`src/rtl/rr_bus_pkg.sv`:
```
// Shared constants and helpers for the registered round-robin bus multiplexer.
package rr_bus_pkg;

  localparam logic MODE_FIXED = 1'b0;
  localparam logic MODE_RR    = 1'b1;

  // The pointer wraps at the channel count, not at the index field width.
  function automatic int unsigned rr_next_ptr(input int unsigned idx, input int unsigned nch);
    return (idx == nch - 1) ? 0 : idx + 1;
  endfunction

endpackage

```
`src/rtl/rr_arbiter.sv`:
```
// Combinational rotate-priority arbiter: first requester at or after ptr, wrapping at NCH.
module rr_arbiter #(
  parameter int unsigned NCH  = 16,
  parameter int unsigned SELW = $clog2(NCH)
) (
  input  logic [NCH-1:0]  req,
  input  logic [SELW-1:0] ptr,
  output logic            gnt_any,
  output logic [SELW-1:0] gnt_idx
);

  localparam int unsigned IW = SELW + 1;

  logic [IW-1:0] idx;

  // One extra bit holds ptr+k before the modulo-NCH fold.
  always_comb begin
    gnt_any = 1'b0;
    gnt_idx = '0;
    idx     = '0;
    for (int k = 0; k < int'(NCH); k++) begin
      idx = {1'b0, ptr} + IW'(k);
      if (idx >= IW'(NCH)) idx = idx - IW'(NCH);
      if (!gnt_any && req[idx[SELW-1:0]]) begin
        gnt_any = 1'b1;
        gnt_idx = idx[SELW-1:0];
      end
    end
  end

endmodule

```
`src/rtl/rr_bus_mux.sv`:
```
// N-channel registered bus multiplexer with fixed-select and round-robin modes
// and a valid/ready handshake on every channel and on the output register.
module rr_bus_mux
  import rr_bus_pkg::*;
#(
  parameter int unsigned WIDTH = 8,
  parameter int unsigned NCH   = 16,
  parameter int unsigned SELW  = $clog2(NCH)
) (
  input  logic                 clk,
  input  logic                 rst,
  input  logic [NCH-1:0]       in_valid,
  input  logic [NCH*WIDTH-1:0] in_data,
  output logic [NCH-1:0]       in_ready,
  input  logic                 mode,
  input  logic [SELW-1:0]      sel,
  output logic                 out_valid,
  output logic [WIDTH-1:0]     out_data,
  output logic [SELW-1:0]      out_ch,
  input  logic                 out_ready
);

  logic [WIDTH-1:0] ch_data [NCH];
  logic [SELW-1:0]  rr_ptr;
  logic             rr_any;
  logic [SELW-1:0]  rr_idx;
  logic             fixed_any;
  logic             grant_any;
  logic [SELW-1:0]  grant_idx;
  logic             load_en;
  logic             xfer;

  for (genvar i = 0; i < int'(NCH); i++) begin : g_unpack
    assign ch_data[i] = in_data[i*WIDTH +: WIDTH];
  end

  rr_arbiter #(
    .NCH  (NCH),
    .SELW (SELW)
  ) u_arb (
    .req     (in_valid),
    .ptr     (rr_ptr),
    .gnt_any (rr_any),
    .gnt_idx (rr_idx)
  );

  // Out-of-range select never grants, even when the index field could address it.
  always_comb begin
    fixed_any = 1'b0;
    if (32'(sel) < 32'(NCH)) fixed_any = in_valid[sel];
  end

  assign grant_any = (mode == MODE_FIXED) ? fixed_any : rr_any;
  assign grant_idx = (mode == MODE_FIXED) ? sel       : rr_idx;
  assign load_en   = !out_valid || out_ready;
  assign xfer      = load_en && grant_any && !rst;
  assign in_ready  = xfer ? (NCH'(1) << grant_idx) : '0;

  // Output register and round-robin pointer; drain without refill leaves data/ch stale.
  always_ff @(posedge clk or posedge rst) begin
    if (rst) begin
      out_valid <= 1'b0;
      out_data  <= '0;
      out_ch    <= '0;
      rr_ptr    <= '0;
    end else if (load_en) begin
      if (xfer) begin
        out_valid <= 1'b1;
        out_data  <= ch_data[grant_idx];
        out_ch    <= grant_idx;
        if (mode == MODE_RR) rr_ptr <= SELW'(rr_next_ptr(32'(grant_idx), NCH));
      end else begin
        out_valid <= 1'b0;
      end
    end
  end

endmodule

```
`config.mk`:
```
export PLATFORM = sky130hd
export DESIGN_NAME = rr_bus_mux
export DESIGN_NICKNAME = d
export VERILOG_FILES = /design/src/rtl/rr_bus_pkg.sv /design/src/rtl/rr_arbiter.sv /design/src/rtl/rr_bus_mux.sv
export SDC_FILE = /design/constraint.sdc
export NUM_CORES = 1
export LEC_CHECK = 0
export ABC_AREA = 1
export BUFFER_PORTS_ARGS = -buffer_cell sky130_fd_sc_hd__buf_2
export CORE_MARGIN = 1.5
export CORE_UTILIZATION = 50
export DETAILED_ROUTE_END_ITERATION = 8
export HOLD_SLACK_MARGIN = 0.06
export PLACE_DENSITY_LB_ADDON = 0.3
export SLEW_MARGIN = 20
export SYNTH_ARGS = -nofsm -noshare
export SYNTH_HDL_FRONTEND = slang
export SYNTH_SLANG_ARGS = --single-unit
```
`constraint.sdc`:
```
create_clock -name clk -period 6.1 [get_ports clk]
set_input_delay 1.22 -clock clk [delete_from_list [all_inputs] [get_ports clk]]
set_output_delay 1.22 -clock clk [all_outputs]
set_load 0.03 [all_outputs]
```
==> impl_metrics.toml, run 1 <==
[status]
status = "completed"

[cells_and_area]
multiInputGateArea_um2 = 3370
final_nets = 1168
syn_to_final_growth_pct = 22.3
finalNonFillerCells = 1112
drive_above_1_share_pct = 23.0
seqCellArea_um2 = 425
finalInstanceArea_um2 = 5200
insertedDiodeCount = 0
n_fill_cell = 892

[setup_path]
worstPathArrival_ps = 4430
crit_chain = "inv_2, ha_1, inv_1, nand3_1, nand3_1, nand2_1, nand4_2, nor2_4, nand4_4, nor2_4, nand4_2, nor2_4, nand3_1, o21ai_0, inv_1, nand2_1, nand2_1, o21ai_1, ha_1, inv_1, nor2_1, buf_2"
crit_path_max_incr_delay_ps = 760
r2r_setup_slack_ps = 1280
cp-end-kind = "output pin"
cp-start-kind = "register"
slowest_stage = "dfrtp_1"
critical_path_class = "reg -> out"
cp.required_ps = 4880
critPathMaxFanout = 12

[cts]
cts_buffer_depth = 2
cts_hold_buf = 0
cts-root-buf = "clkbuf_8"
cts_sinks = 17
cts_resized = 0
post_cts_buffers = 0
htree_levels = 1
clock_latency_ps = 260
cts_tree = "done"
clkTransAtPathRegs_ps = 80
cts_buffers = 3

[drt]
first_iter_violations = 640
wl_met2_mm = 7.17
avgViaCountPerCell = 5.56
wl_met3_mm = 1.81
ant_nets = 0
drcViolationCount = 0
routed-via-count = 6186
drt-total-wl_mm = 16.1
routedWlPerCell_um = 14.5
first_pass_iters = 7
routed.top_layer = "met4"
wl_met1_mm = 6.74

[yosys]
synth_area_per_cell_um2 = 5.00
synth_top_area_cell = "nand2_1"
ys_ff_latch = 17
synth.net_count = 1010
synthCells = 850
ys_dominant_reg_cell = "dfrtp_1"
ys_seq_area_share_pct = 10.0
async_flop_share_pct = 100
syn_area_um2 = 4250
yosys-top-cells-area = "nand2_1 (35%), nand3_1 (23%), dfrtp_1 (10%), nor2_1 (4.4%), inv_1 (4.0%)"
synth.top_cell.area_share_pct = 34.6
yosys.cell_types.count = 41
synth_edf_count = 0
ys.warnings.count = 0

[timing]
hold_violations = 0
tightest_slew_ps = 664
fin_setup_tns_ps = 0
fin_worst_skew_ps = 5.34
relSlewSlack_pct = 55.7
maxSlewViolCount = 0
finalCritPeriodShare_pct = 92.6
rsz0062_at_grt = "false"
finalSetupViolCount = 0
max_freq_mhz = 177
period_needed_ps = 5650

[die]
die-area_um2 = 9060
initial_core_util_pct = 51.7
die_w_um = 95.2
io_pins = 181
coreArea_um2 = 8220
die_y_um = 95.2
rows = 33

[power]
p_leak_nw = 3.11
pwr-share-comb_pct = 92.3
peakVddDrop_uv = 339
p_clk_share_pct = 2.3
p_int_mw = 1.31
p_sw_mw = 2.63
switching_share_pct = 66.8
p_per_area_nw_per_um2 = 758
seq_power_share_pct = 5.5

[global_routing]
grt_overflow = 0
grt_pass1_vias = 5259
grt_pass1_wl_mm = 24.8
grt_max_degree = 60
antenna_found_initial = 0
track_usage_pct = 34.7

[placement]
hpwl_mm = 12.8
gp_congestion = 1.02
place_area_um2 = 5150
port-buffer-count = 180
placed_cells = 1108

[worst_hold_path]
hold_class = "reg -> reg"

[job]
max_cap_violations = 0
[placed cells by master, fill, tap and decap left out, types with 2 or more instances in the layout]
| cell | n |
|---|---|
| nand3_1 | 198 |
| buf_2 | 180 |
| o21a_1 | 2 |
| o22ai_1 | 2 |
| nor3_1 | 2 |
| buf_4 | 17 |
| nand4_2 | 3 |
| xor2_1 | 4 |
| xnor2_1 | 2 |
| clkbuf_8 | 3 |
| nand2_2 | 7 |
| ha_1 | 8 |
| a21oi_1 | 10 |
| inv_1 | 45 |
| dfrtp_1 | 17 |
| nand3_2 | 3 |
| inv_2 | 8 |
| nor2_1 | 50 |
| o21ai_0 | 20 |
| o21ai_1 | 5 |
| nor2_4 | 4 |
| nand2_1 | 392 |
| nand4_1 | 8 |
[cells in the mapped netlist (8+ instances only)]
cell type,instances
nand2_1,392
nand3_1,198
nor2_1,50
inv_1,45
buf_2,23
o21ai_0,20
dfrtp_1,17
a21oi_1,10
clkbuf_1,10
ha_1,8
inv_2,8
nand4_1,8
[worst max-delay path: cells and delay by family (launching register included)]
kind | cells | cell delay, ps
flip-flops | 1 | 760
AND/OR/NAND/NOR | 13 | 1670
adder cells (fa/ha/maj) | 2 | 720
buffers and inverters | 5 | 620
AO/OA/AOI/OAI | 2 | 410
[routing by layer]
layer,up-vias,track usage [%]
li1,3075,-
met1,2735,48.4
met2,344,54.7
met3,32,6.86
met4,0,7.59
met5,-,0
[final timing paths]
kind,start,end,cells past startpoint
setup / recovery,rr_ptr[2],in_ready[7],22
hold / removal,out_data[3],out_data[3],2
setup reg to reg,rr_ptr[2],out_data[3],25
hold reg to reg,out_data[3],out_data[3],2
max in group asynchronous,rst,rr_ptr[0],2
min in group asynchronous,rst,out_data[4],2
[power groups by stage]
stage	sequential, mW	clock [mW]	combinational, mW
floorplan	0.268	0	2.70
global placement	0.214	0	3.53
detailed placement	0.215	0	3.54
CTS	0.214	0.0877	3.55
global route	0.221	0.0911	4.06
finish	0.215	0.0891	3.64
[layout make-up]
| cell class | instances | area share (%) |
|---|---|---|
| clock inverter | 1 | 0.0962 |
| multi-input combinational | 735 | 64.7 |
| timing repair buffer | 197 | 19.8 |
| tap | 105 | 2.53 |
| clock buffer | 3 | 0.794 |
| inverter | 54 | 3.90 |
| sequential | 17 | 8.18 |
[kinds of logic (layout without fill, tap and decap cells)]
logic type | count (synthesis) | in the layout | share of synthesized area, %
xor gates and xnor gates | 7 | 7 | 1.62
buffers and inverters | 98 | 255 | 10.8
and+or+nand+nor | 671 | 671 | 68.4
DFF | 17 | 17 | 10.0
AOI/OAI and AO/OA | 49 | 49 | 6.80
adders and majority gates | 8 | 8 | 2.35
[flip-flops by register name, summed over array words and instances (netlist names)]
name and count:
rr_ptr 4, out_valid 1, out_ch 4, out_data 8
[metrics by stage]
step           util (%)  power (mW)  hold WS [ps]  setup WS, ps
2_1_floorplan         -        2.97           661          1010
3_3_place_gp       62.7        3.74           459           750
3_5_place_dp       62.7        3.75           461           740
4_1_cts            63.3        3.86           481           563
5_1_grt            63.3        4.37           503          32.8
6_report           63.3        3.94           476           453
(Power assumes the default switching activity.)
==> inputs of run 2 (changes only) <==
--- a/config.mk
+++ b/config.mk
@@ -9,6 +9,7 @@
 export BUFFER_PORTS_ARGS = -buffer_cell sky130_fd_sc_hd__buf_2
 export CORE_MARGIN = 1.5
 export CORE_UTILIZATION = 50
+export CTS_CLUSTER_DIAMETER = 30
 export DETAILED_ROUTE_END_ITERATION = 8
 export HOLD_SLACK_MARGIN = 0.06
 export PLACE_DENSITY_LB_ADDON = 0.3
==> constraint.sdc (replaced) <==
create_clock -name clk -period 6.1 [get_ports clk]
set_input_delay 1.22 -clock clk [delete_from_list [all_inputs] [get_ports clk]]
set_output_delay 1.22 -clock clk [all_outputs]
set_load 0.1 [all_outputs]
==> run 2 against run 1 <==
Against the previous run:
- global-route usage down 0.57 points
- first-iteration DRC count up 14%
- setup slack worse by 100 ps
- cell count unchanged
- die area unchanged
- sequential cell count unchanged
- hold slack worse by 3.3 ps
- sequential share of layout area down 0.17 points
- design area up 2.4%
- core utilization up 1.5 points
- register-to-register slack better by 100 ps
- highest routed layer unchanged
==> impl_metrics.toml, run 2 (same netlist as run 1, synthesis figures left out) <==
[cells_and_area]
insertedDiodeCount = 0
drive_above_1_share_pct = 23.1
largest_registers = "out_data: 8 flops, out_ch: 4 flops, rr_ptr: 4 flops"
layout_common_cells = "nand2_1 (392), nand3_1 (198), buf_2 (172)"
finalInstanceArea_um2 = 5320
final_nets = 1168
largest_reg_flops = 8
top_register = "out_data"
syn_to_final_growth_pct = 25.2
final_common_cell = "nand2_1"

[timing]
finalSetupViolCount = 0
tightest_slew_ps = 645
relSlewSlack_pct = 57.0
finalCritPeriodShare_pct = 94.2
max_freq_mhz = 174
period_needed_ps = 5750
fin_worst_skew_ps = 6.31
post-route-worst-setup-slack_ps = 352
hold_violations = 0
fin_setup_tns_ps = 0
rsz0062_at_grt = "false"
maxSlewViolCount = 0

[global_routing]
antenna_found_initial = 0
grt_pass1_wl_mm = 24.5
grt_overflow = 0
track_usage_pct = 34.1
grt_pass1_vias = 5222
grt_max_degree = 58

[cts]
cts_buffer_depth = 2
cts_sinks = 17
cts_hold_buf = 0
cts_tree = "done"
cts_buffers = 3
clkTransAtPathRegs_ps = 70
clock_latency_ps = 250
post_cts_buffers = 0
cts-root-buf = "clkbuf_8"
htree_levels = 1
cts_resized = 0

[setup_path]
critPathMaxFanout = 20
critical_path_class = "reg -> out"
crit_path_max_incr_delay_ps = 390
worstPathArrival_ps = 4530
cp-end-kind = "output pin"
r2r_cells = 28
cp.required_ps = 4880
cp-start-kind = "register"
slowest_stage = "dfrtp_1"
r2r-end = "out_data[3]"
r2r_setup_slack_ps = 1380
crit_chain = "inv_2, ha_1, clkinvlp_4, nand3_1, nand3_2, nand2_1, nand2_1, nand2_2, nor2_4, nand4_1, nor2_1, nand4_1, nor2_2, nand4_1, nor2_1, nor2_1, nand3_1, nand3_2, nand2_2, inv_2, nor2_1, nand2_1, nor2_1, buf_12"
cpMostUsedCell = "nor2_1"
reg2reg_from = "rr_ptr[0]"

[die]
rows = 33
io_pins = 181
die-area_um2 = 9060
die_w_um = 95.2
coreArea_um2 = 8220
die_y_um = 95.2
initial_core_util_pct = 51.7

[worst_hold_path]
hold_end = "out_data[3]"
hold_class = "reg -> reg"
min_from = "out_data[3]"
worstHoldPathCells = 2

[drt]
routedWlPerCell_um = 14.1
first_iter_violations = 732
ant_nets = 0
drt-total-wl_mm = 15.7
routed-via-count = 6123
avgViaCountPerCell = 5.51
drcViolationCount = 0
first_pass_iters = 6

[placement]
hpwl_mm = 12.6
port-buffer-count = 180
place_ws_ps = 489
place_area_um2 = 5270
gp_congestion = 1.04

[status]
status = "completed"

[job]
max_cap_violations = 0
-- run 2: cell types whose count changed in the layout (fill, tap and decap cells not counted) --
cell / change
clkinvlp_4: +1
inv_1: -1
dfrtp_2: +1
clkinv_2: -1
buf_12: +8
buf_2: -8
clkbuf_1: +1
dfrtp_1: -1
-- run 2: worst max-delay path by stage --
stage | startpoint | endpoint | slack, ps | depth (start not counted)
floorplan | in_valid[11] | in_ready[15] | 170 | 24
finish | rr_ptr[0] | in_ready[9] | 350 | 24
global route | rr_ptr[0] | in_ready[1] | 9 | 24
global placement | in_valid[15] | in_ready[9] | 530 | 23
CTS | rr_ptr[0] | in_ready[9] | 330 | 24
detailed placement | in_valid[15] | in_ready[9] | 490 | 23
-- run 2: layer usage --
| layer | part of all wire (%) | GRT usage (%) | wire length (µm) |
|---|---|---|---|
| met1 | 42 | 49.2 | 6650 |
| met2 | 45 | 53.6 | 7090 |
| met3 | 10 | 3.83 | 1630 |
| met4 | 1.9 | 8.33 | 299 |
| met5 | 0 | 0 | 0 |
-- run 2: final cells by class --
class,instances,area [µm²]
Clock buffer,4,45.0
Inverter,54,206
Sequential cell,17,427
Fill cell,827,2890
Timing Repair Buffer,197,1150
Tap cell,105,131
Multi-Input combinational cell,735,3370
-- run 2: metrics by stage --
step	cells	util (%)	hold slack, ps
floorplan	850	-	734
global placement	1108	64.2	460
detailed placement	1108	64.2	463
CTS	1112	64.7	479
global route	1112	64.8	501
finish	1112	64.8	473
-- run 2: critical path, delay by kind of cell (launching register included) --
| kind | cells | cell delay, ps |
|---|---|---|
| flops | 1 | 390 |
| buf+inv | 4 | 890 |
| fa+ha+maj | 1 | 340 |
| simple gates | 19 | 2660 |
Power of run 2 is left out: the tool's default activity adds up to more than one toggle a clock period on the data nets, which glitch-free logic cannot reach.
